`config.mk`:
```
export PLATFORM = sky130hd
export DESIGN_NAME = spi_main
export DESIGN_NICKNAME = d
export VERILOG_FILES = /design/src/rtl/spi_main_pkg.sv /design/src/rtl/spi_main.sv
export SDC_FILE = /design/constraint.sdc
export NUM_CORES = 1
export LEC_CHECK = 0
export CAP_MARGIN = 20
export CORE_MARGIN = 5
export CORE_UTILIZATION = 34
export CTS_CLUSTER_DIAMETER = 100
export DETAILED_ROUTE_END_ITERATION = 8
export GPL_ROUTABILITY_DRIVEN = 0
export SETUP_SLACK_MARGIN = 0.3
export SYNTH_ARGS = -nofsm -noshare
export SYNTH_HDL_FRONTEND = slang
export SYNTH_SLANG_ARGS = --single-unit
```
`constraint.sdc`:
```
create_clock -name clk -period 2.55 [get_ports clk]
set_input_delay 0.255 -clock clk [delete_from_list [all_inputs] [get_ports clk]]
set_output_delay 0.255 -clock clk [all_outputs]
set_load 0.02 [all_outputs]
```
`src/rtl/spi_main_pkg.sv`:
```
// Shared MMIO definitions for the SPI main core: decoder prefix,
// register word addresses and the transfer FSM state type.
package spi_main_pkg;

   localparam logic [5:0] SPI_PREFIX   = 6'h05;

   localparam logic [7:0] ADDR_STATUS  = 8'h00;
   localparam logic [7:0] ADDR_CONTROL = 8'h01;
   localparam logic [7:0] ADDR_TX_DATA = 8'h02;
   localparam logic [7:0] ADDR_RX_DATA = 8'h03;
   localparam logic [7:0] ADDR_CLKDIV  = 8'h04;

   typedef enum logic [1:0] {
      IDLE     = 2'd0,
      SCK_LOW  = 2'd1,
      SCK_HIGH = 2'd2
   } spi_state_t;

endpackage

```
`src/rtl/spi_main.sv`:
```
// SPI mode-0 main controller on the MMIO bus: software chip select,
// programmable SCK half-period divider, single-byte full-duplex transfers.
module spi_main
   import spi_main_pkg::*;
#(
   parameter logic [15:0] DEFAULT_DIV = 16'h0004
) (
   input  logic        clk,
   input  logic        reset_n,
   input  logic        cs,
   input  logic        we,
   input  logic [7:0]  address,
   input  logic [31:0] write_data,
   output logic [31:0] read_data,
   output logic        ready,
   output logic        spi_ss,
   output logic        spi_sck,
   output logic        spi_mosi,
   input  logic        spi_miso
);

   spi_state_t  state;
   logic [7:0]  shift_reg;
   logic [7:0]  rx_data;
   logic [2:0]  bit_ctr;
   logic [15:0] div_ctr;
   logic [15:0] clkdiv;
   logic        busy;
   logic        wr_control;
   logic        wr_tx;
   logic        wr_clkdiv;
   logic        unused_wdata;

   assign busy       = (state != IDLE);
   assign wr_control = cs & we & (address == ADDR_CONTROL);
   assign wr_tx      = cs & we & (address == ADDR_TX_DATA);
   assign wr_clkdiv  = cs & we & (address == ADDR_CLKDIV);
   assign ready      = cs;

   // Upper write-data bits have no register behind them.
   assign unused_wdata = ^write_data[31:16];

   // Software chip select; accepted at any time, including mid-transfer.
   always_ff @(posedge clk or negedge reset_n) begin
      if (!reset_n) begin
         spi_ss <= 1'b1;
      end else if (wr_control) begin
         spi_ss <= ~write_data[0];
      end
   end

   // Divider register; frozen while a transfer is in flight.
   always_ff @(posedge clk or negedge reset_n) begin
      if (!reset_n) begin
         clkdiv <= DEFAULT_DIV;
      end else if (wr_clkdiv && !busy) begin
         clkdiv <= write_data[15:0];
      end
   end

   // Transfer FSM: divider, shifter and registered SCK/MOSI.
   // MOSI is refreshed from shift_reg[7] on each falling SCK, which after the
   // rising-edge shift already holds the next outgoing bit.
   always_ff @(posedge clk or negedge reset_n) begin
      if (!reset_n) begin
         state     <= IDLE;
         shift_reg <= '0;
         rx_data   <= '0;
         bit_ctr   <= '0;
         div_ctr   <= '0;
         spi_sck   <= 1'b0;
         spi_mosi  <= 1'b0;
      end else begin
         case (state)
            IDLE: begin
               spi_sck <= 1'b0;
               if (wr_tx) begin
                  shift_reg <= write_data[7:0];
                  spi_mosi  <= write_data[7];
                  bit_ctr   <= '0;
                  div_ctr   <= clkdiv;
                  state     <= SCK_LOW;
               end
            end
            SCK_LOW: begin
               if (div_ctr == 16'd0) begin
                  div_ctr   <= clkdiv;
                  spi_sck   <= 1'b1;
                  shift_reg <= {shift_reg[6:0], spi_miso};
                  state     <= SCK_HIGH;
               end else begin
                  div_ctr <= div_ctr - 16'd1;
               end
            end
            SCK_HIGH: begin
               if (div_ctr == 16'd0) begin
                  div_ctr <= clkdiv;
                  spi_sck <= 1'b0;
                  if (bit_ctr == 3'd7) begin
                     rx_data  <= shift_reg;
                     spi_mosi <= 1'b0;
                     state    <= IDLE;
                  end else begin
                     bit_ctr  <= bit_ctr + 3'd1;
                     spi_mosi <= shift_reg[7];
                     state    <= SCK_LOW;
                  end
               end else begin
                  div_ctr <= div_ctr - 16'd1;
               end
            end
            default: begin
               state   <= IDLE;
               spi_sck <= 1'b0;
            end
         endcase
      end
   end

   // Combinational register read mux; zero when not selected or unmapped.
   always_comb begin
      read_data = '0;
      if (cs) begin
         case (address)
            ADDR_STATUS:  read_data = {31'd0, busy};
            ADDR_CONTROL: read_data = {31'd0, ~spi_ss};
            ADDR_RX_DATA: read_data = {24'd0, rx_data};
            ADDR_CLKDIV:  read_data = {16'd0, clkdiv};
            default:      read_data = '0;
         endcase
      end
   end

endmodule

```
==> results of run 1 <==
layout by cell type (no fill, tap or decap), types with 3 or more instances in the layout:
| cell type | count |
|---|---|
| sky130_fd_sc_hd__and2_1 | 12 |
| sky130_fd_sc_hd__inv_1 | 13 |
| sky130_fd_sc_hd__clkbuf_8 | 5 |
| sky130_fd_sc_hd__clkdlybuf4s50_1 | 31 |
| sky130_fd_sc_hd__mux2_2 | 15 |
| sky130_fd_sc_hd__or2_2 | 7 |
| sky130_fd_sc_hd__buf_4 | 11 |
| sky130_fd_sc_hd__clkdlybuf4s15_1 | 4 |
| sky130_fd_sc_hd__o22ai_1 | 5 |
| sky130_fd_sc_hd__nand3_1 | 4 |
| sky130_fd_sc_hd__o21a_1 | 3 |
| sky130_fd_sc_hd__a21oi_1 | 12 |
| sky130_fd_sc_hd__nor2_1 | 16 |
| sky130_fd_sc_hd__mux2_4 | 10 |
| sky130_fd_sc_hd__clkbuf_2 | 11 |
| sky130_fd_sc_hd__o22a_1 | 3 |
| sky130_fd_sc_hd__mux2i_1 | 11 |
| sky130_fd_sc_hd__and3_1 | 3 |
| sky130_fd_sc_hd__conb_1 | 16 |
| sky130_fd_sc_hd__dfrtp_1 | 54 |
| sky130_fd_sc_hd__a22oi_1 | 8 |
| sky130_fd_sc_hd__nand2b_1 | 4 |
| sky130_fd_sc_hd__nand2_1 | 9 |
| sky130_fd_sc_hd__o221a_2 | 8 |
| sky130_fd_sc_hd__nand4_1 | 4 |
| sky130_fd_sc_hd__nor3_1 | 6 |
| sky130_fd_sc_hd__o21ai_0 | 11 |
| sky130_fd_sc_hd__o2bb2ai_1 | 4 |
| sky130_fd_sc_hd__ha_1 | 7 |
| sky130_fd_sc_hd__a22o_1 | 4 |
metal layers:
metal,GRT usage,up-vias
met5,0,-
met4,0.0383,0
met3,0.0235,9
met2,0.229,59
met1,0.189,1280
li1,-,1216
area by class of cell:
| type | instances | area (um^2) | area share |
|---|---|---|---|
| clock buffer | 5 | 68.8 | 0.0171 |
| clock inverter | 3 | 23.8 | 0.00590 |
| inverter | 13 | 48.8 | 0.0121 |
| multi-input combinational | 226 | 1770 | 0.438 |
| sequential | 56 | 1400 | 0.348 |
| tap | 133 | 166 | 0.0413 |
| timing repair buffer | 62 | 552 | 0.137 |
power by group through the flow:
stage | logic [W] | registers, W | clock network, W
floorplan | 0.00118 | 0.00119 | 0
global placement | 0.00144 | 0.00124 | 0
detailed placement | 0.00147 | 0.00124 | 0
CTS | 0.00147 | 0.00122 | 0.000524
global route | 0.00169 | 0.00126 | 0.000554
finish | 0.00151 | 0.00123 | 0.000512
critical path, delay by kind of cell:
kind	cells	cell delay [ns]
AND/OR/NAND/NOR	4	0.81
buffers and inverters	3	0.87
cells by family (layout without fill, tap and decap cells):
| logic type | Yosys count | count (layout) | share of synthesized area |
|---|---|---|---|
| flops | 56 | 56 | 0.419 |
| fa+ha+maj | 8 | 8 | 0.0299 |
| buf+inv | 45 | 83 | 0.0806 |
| other cells | 1 | 16 | 0.00112 |
| compound gates | 75 | 75 | 0.166 |
| simple gates | 91 | 91 | 0.175 |
| mux | 36 | 36 | 0.128 |
stage by stage:
step | hold WS, ns | setup WS, ns | cell area (um^2) | utilization | total power, W
after floorplan | -0.0406 | 0.647 | 3410 | - | 0.00237
after global placement | 0.211 | 0.0444 | 3930 | 0.406 | 0.00268
after detailed placement | 0.213 | 0.0126 | 3930 | 0.406 | 0.00270
after CTS | 0.395 | 0.143 | 4020 | 0.415 | 0.00322
after global routing | 0.434 | 0.244 | 4030 | 0.416 | 0.00350
final | 0.382 | 0.356 | 4030 | 0.416 | 0.00326
worst max-delay path by stage:
stage | startpoint | to | slack [ns] | depth (start not counted)
2_1_floorplan | div_ctr[0]$_DFFE_PN0P_ | rx_data[0]$_DFFE_PN0P_ | 0.65 | 7
3_3_place_gp | address[4] | read_data[15] | 0.04 | 7
3_5_place_dp | address[4] | read_data[14] | 0.01 | 7
4_1_cts | state[0]$_DFFE_PN0P_ | read_data[0] | 0.14 | 8
5_1_grt | state[1]$_DFFE_PN0P_ | read_data[0] | 0.24 | 8
6_report | address[4] | read_data[11] | 0.36 | 7
repair_timing:
item	4_1_cts	5_1_grt
resized for setup	17	33
setup endpoints to repair	16	38
hold endpoints to repair	14	0
setup buffers	0	1
pin swaps	0	1
cloned	0	0
hold buffers	1	0
==> impl_metrics.csv, run 1 <==
group,metric,value,unit
floorplanning,die_y,109,um
worst_setup_path,worst_case_register_to_register_setup_slack,0.46,ns
clock_tree,cts_tree,"yes",
global_route,overall_global_routing_usage,0.139,
floorplanning,core_footprint,9680,um^2
layout,layoutNonFillerInstCount,498,
drt,detail_route.iter0.violations,106,
layout,largestRegisters,"clkdiv: 16 flops, div_ctr: 16 flops",
global_route,grt_pass1_vias,2606,
worst_setup_path,timing.critical_path.to_type,"primary output",
power_and_ir_drop,leakage_power,1.74,nW
layout,nets,417,
global_route,antenna_found_initial,0,
power_and_ir_drop,power.clock.fraction,0.157,
layout,count_of_fill_cells_added_during_filler_insertion,977,
yosys,ys_ff_latch,56,
drt,vias_per_cell,5.15,
timing,unrepaired_setup_endpoints_after_global_routing,"yes",
yosys,post_synth_num_cell_types,61,
worst_setup_path,worstPathCellList,"clkdlybuf4s50_1, nor3_2, and3_4, and3_1, buf_12, and2_1, dlygate4sd2_1",
floorplanning,ioPinCount,81,
timing,fmax,456,MHz
yosys,synth_area,3350,um^2
yosys,synth_top_area_frac,0.403,
worst_setup_path,reg2reg_from,"div_ctr[8]$_DFFE_PN0P_",
worst_setup_path,critical_path_required,2.30,ns
placed_design,detailed_place_hpwl,5860,um
drt,met3_wl,320,um
clock_tree,clkSlewWorstSetupHoldPaths,0.11,ns
yosys,netlist_top_cells_count,"sky130_fd_sc_hd__dfrtp_1 (54), sky130_fd_sc_hd__buf_4 (19), sky130_fd_sc_hd__nor2_1 (16)",
clock_tree,cts_sinks,56,
yosys,syn_inst,312,
layout,drive_gt1_frac,0.260,
clock_tree,ctsLongestPathBuffers,2,
timing,worst_clock_skew,0.0123,ns
worst_setup_path,critical-path-max-stage-delay,0.41,ns
drt,dr.pass1.iters,5,
yosys,synthTopCellsByArea,"sky130_fd_sc_hd__dfrtp_1 (40%), sky130_fd_sc_hd__mux2_2 (5.0%), sky130_fd_sc_hd__mux2_4 (4.5%)",
timing,tightestPinTransition,0.504,ns
worst_setup_path,crit_path_max_fanout,9,
floorplanning,dieWidth,109,um
floorplanning,initial_core_util,0.346,
clock_tree,worstSkewPairLatency,0.32,ns
global_route,largest_net_degree_at_the_start_of_global_routing,24,
yosys,yosysWarnings,0,
clock_tree,tritoncts.num_buffers,5,
worst_setup_path,timing.setup.critical_path_class,"input port to primary output",
timing,setup_viol,0,
drt,routed_wire_length_per_instance,16.1,um
yosys,async_reset_ff_frac,1.00,
timing,timing.slew.headroom,0.661,
drt,drtAntennaViolNets,0,
run_status,status,"finished clean",
global_route,grt_overflow,0,
power_and_ir_drop,power_switching_share,0.423,
worst_setup_path,critPathArrivalTime,1.94,ns
placed_design,dp_cells,488,
drt,met2_wirelength,3810,um
timing,minimum_period_implied_by_the_final_worst_setup_slack,2.19,ns
yosys,synth.avg_cell_area,10.7,um^2
yosys,yosys.area.top_type,"sky130_fd_sc_hd__dfrtp_1",
global_route,first_pass_grt_wire_length,13200,um
timing,final_min_period_over_clock_period,0.860,
power_and_ir_drop,pwr_density_cell,809,nW/um^2
placed_design,buffer_ports.inserted,48,
yosys,synth-edff-count,0,
power_and_ir_drop,power.switching,0.00138,W
power_and_ir_drop,cell_int_power,0.00188,W
power_and_ir_drop,combinational_cell_fraction_of_total_power,0.464,
worst_setup_path,critical_path_top_delay_cell,"sky130_fd_sc_hd__clkdlybuf4s50_1",
power_and_ir_drop,p_seq_frac,0.379,
yosys,post-synth-top-count-cell,"sky130_fd_sc_hd__dfrtp_1",
yosys,synth-seq-area-share,0.419,
layout,antenna_cells_inserted,0,
drt,m1WireLength,3750,um
worst_setup_path,r2r_end,"shift_reg[7]$_DFFE_PN0P_",
drt,dr_total_vias,2564,
worst_setup_path,setup.worst_path.start_class,"input port",
floorplanning,std_cell_rows,36,
floorplanning,die-area,11900,um^2
drt,route.top_layer_used,"met4",
power_and_ir_drop,max-vdd-ir-drop,0.000458,V
yosys,ys_dominant_reg_cell,"sky130_fd_sc_hd__dfrtp_1",
drt,drc,0,
layout,area.growth.synth_to_final,20.2,%
timing,finalHoldViolCount,0,
timing,setup-tns-final,0,ns
drt,detail_route.wirelength,7990,um
timing,slew_violations,0,
worst_setup_path,rr_worst_depth,5,
hold_path,hp-class,"input port to asynchronous set/reset pin",
clock_tree,cts.root.buffer_cell,"sky130_fd_sc_hd__clkbuf_8",
clock_tree,cts-htree-levels,2,
job,max_cap_violations,0,
Power figures use the tool's default switching activity.
==> run 2, diff against run 1 <==
- CAP_MARGIN: 20 -> default
==> results of run 2 <==
No change in the layout: final DEF, timing and power equal those of run 1.
==> run 3, diff against run 2 <==
- RECOVER_POWER: default -> 25
==> impl_metrics.csv, run 3 (same netlist as run 1, synthesis figures left out) <==
group,metric,value,unit
run_status,status,"finished clean",
drt,vias_per_cell,5.15,
global_route,first_pass_grt_wire_length,13200,um
layout,drive_gt1_frac,0.255,
job,max_cap_violations,0,
layout,post-route-util,0.416,
floorplanning,std_cell_rows,36,
worst_setup_path,worstPathCellList,"clkdlybuf4s50_1, nor3_2, and3_4, and3_1, buf_12, and2_1, dlygate4sd2_1",
worst_setup_path,worst_case_register_to_register_setup_slack,0.46,ns
global_route,antenna_found_initial,0,
drt,detail_route.iter0.violations,106,
drt,dr.pass1.iters,5,
drt,dr_total_vias,2564,
power_and_ir_drop,max-vdd-ir-drop,0.000458,V
timing,worst_clock_skew,0.0123,ns
worst_setup_path,cp_top_family,"buffers and inverters",
timing,setup_viol,0,
clock_tree,cts_sinks,56,
floorplanning,ioPinCount,81,
clock_tree,ctsLongestPathBuffers,2,
power_and_ir_drop,leakage_power,1.74,nW
floorplanning,initial_core_util,0.346,
clock_tree,worstSkewPairLatency,0.32,ns
global_route,largest_net_degree_at_the_start_of_global_routing,24,
timing,final_min_period_over_clock_period,0.860,
placed_design,buffer_ports.inserted,48,
timing,post-route-worst-setup-slack,0.356,ns
layout,area.growth.synth_to_final,20.1,%
hold_path,hp-class,"flip-flop to flip-flop",
timing,tightestPinTransition,0.974,ns
placed_design,place_ws,0.0126,ns
worst_setup_path,critical-path-max-stage-delay,0.41,ns
drt,routed_wire_length_per_instance,16.0,um
layout,area_occupied_by_multi_input_gates,1770,um^2
worst_setup_path,timing.setup.critical_path_class,"input port to primary output",
floorplanning,die_y,109,um
timing,slew_violations,0,
global_route,grt_pass1_vias,2606,
layout,finished_cell_area,4030,um^2
layout,nets,417,
global_route,overall_global_routing_usage,0.139,
drt,drtAntennaViolNets,0,
clock_tree,cts_tree,"yes",
drt,drc,0,
clock_tree,clkSlewWorstSetupHoldPaths,0.11,ns
power_and_ir_drop,pwr_density_cell,810,nW/um^2
placed_design,detailed_place_hpwl,5860,um
clock_tree,cts.root.buffer_cell,"sky130_fd_sc_hd__clkbuf_8",
worst_setup_path,crit_path_max_fanout,9,
layout,count_of_fill_cells_added_during_filler_insertion,977,
layout,most_common_library_cell_in_the_layout_ignoring_fill_and_taps,"sky130_fd_sc_hd__dfrtp_1",
layout,largestRegisters,"clkdiv: 16 flops, div_ctr: 16 flops",
timing,finalHoldViolCount,0,
clock_tree,tritoncts.num_buffers,5,
floorplanning,die-area,11900,um^2
worst_setup_path,setup.worst_path.start_class,"input port",
worst_setup_path,timing.critical_path.to_type,"primary output",
layout,regArea,1400,um^2
worst_setup_path,critPathBufInv,3,
drt,detail_route.wirelength,7990,um
timing,unrepaired_setup_endpoints_after_global_routing,"yes",
worst_setup_path,critPathArrivalTime,1.94,ns
timing,timing.slew.headroom,0.351,
layout,layout.cells.most_common_list,"sky130_fd_sc_hd__dfrtp_1 (54), sky130_fd_sc_hd__clkdlybuf4s50_1 (31), sky130_fd_sc_hd__nor2_1 (16), sky130_fd_sc_hd__conb_1 (16), sky130_fd_sc_hd__mux2_2 (15)",
timing,minimum_period_implied_by_the_final_worst_setup_slack,2.19,ns
worst_setup_path,critical_path_top_delay_cell,"sky130_fd_sc_hd__clkdlybuf4s50_1",
layout,antenna_cells_inserted,0,
floorplanning,core_footprint,9680,um^2
timing,setup-tns-final,0,ns
floorplanning,dieWidth,109,um
clock_tree,cts-htree-levels,2,
global_route,grt_overflow,0,
worst_setup_path,critical_path_required,2.30,ns
timing,fmax,456,MHz
placed_design,dpl-instance-area,3930,um^2
## run 3: routing by layer
layer  track usage  vias to the layer above  routed length (um)
met2         0.229                       59                3810
met1         0.189                     1280                3740
met4        0.0383                        0                 111
li1              -                     1216                   -
met5             0                        -                   0
met3        0.0235                        9                 320
## run 3: cell type report
class                   instances  area share
well taps                     133      0.0413
repair buffers                 62       0.136
flip-flops and latches         56       0.349
clock inverters                 3     0.00591
inverters                      13      0.0121
multi-input cells             226       0.439
clock buffers                   5      0.0171
## run 3: final timing paths
kind,startpoint,to,cells after the start
worst max-delay path,address[4],read_data[11],7
worst min-delay path,spi_ss$_DFFE_PN1P_,spi_ss$_DFFE_PN1P_,2
worst max register to register,div_ctr[8]$_DFFE_PN0P_,shift_reg[7]$_DFFE_PN0P_,5
worst min register to register,spi_ss$_DFFE_PN1P_,spi_ss$_DFFE_PN1P_,2
max in group asynchronous,reset_n,div_ctr[8]$_DFFE_PN0P_,3
min in group asynchronous,reset_n,rx_data[3]$_DFFE_PN0P_,2
## run 3: worst reg2reg max path, delay by kind of cell, from the launching register on
kind,cells,cell delay (ns)
and+or+nand+nor,4,1.24
DFF,1,0.44
AOI/OAI and AO/OA,1,0.31
## run 3: per-stage QoR
stage	std cells	power, W	hold slack [ns]
floorplan	327	0.00237	-0.0406
global placement	488	0.00268	0.211
detailed placement	488	0.00270	0.213
CTS	497	0.00322	0.395
global route	498	0.00350	0.532
finish	498	0.00326	0.516
## run 3: power breakdown
group	internal [W]	switching, W
sequential	0.00104	0.000200
combinational	0.000650	0.000863
clock	0.000196	0.000316
total	0.00188	0.00138
## run 3: repair_timing
action | CTS | global route
hold endpoints to repair | 14 | 0
endpoints found under the setup margin | 16 | 38
setup buffers | 0 | 1
pin swaps | 0 | 1
hold buffers | 1 | 0
resized for setup | 17 | 33
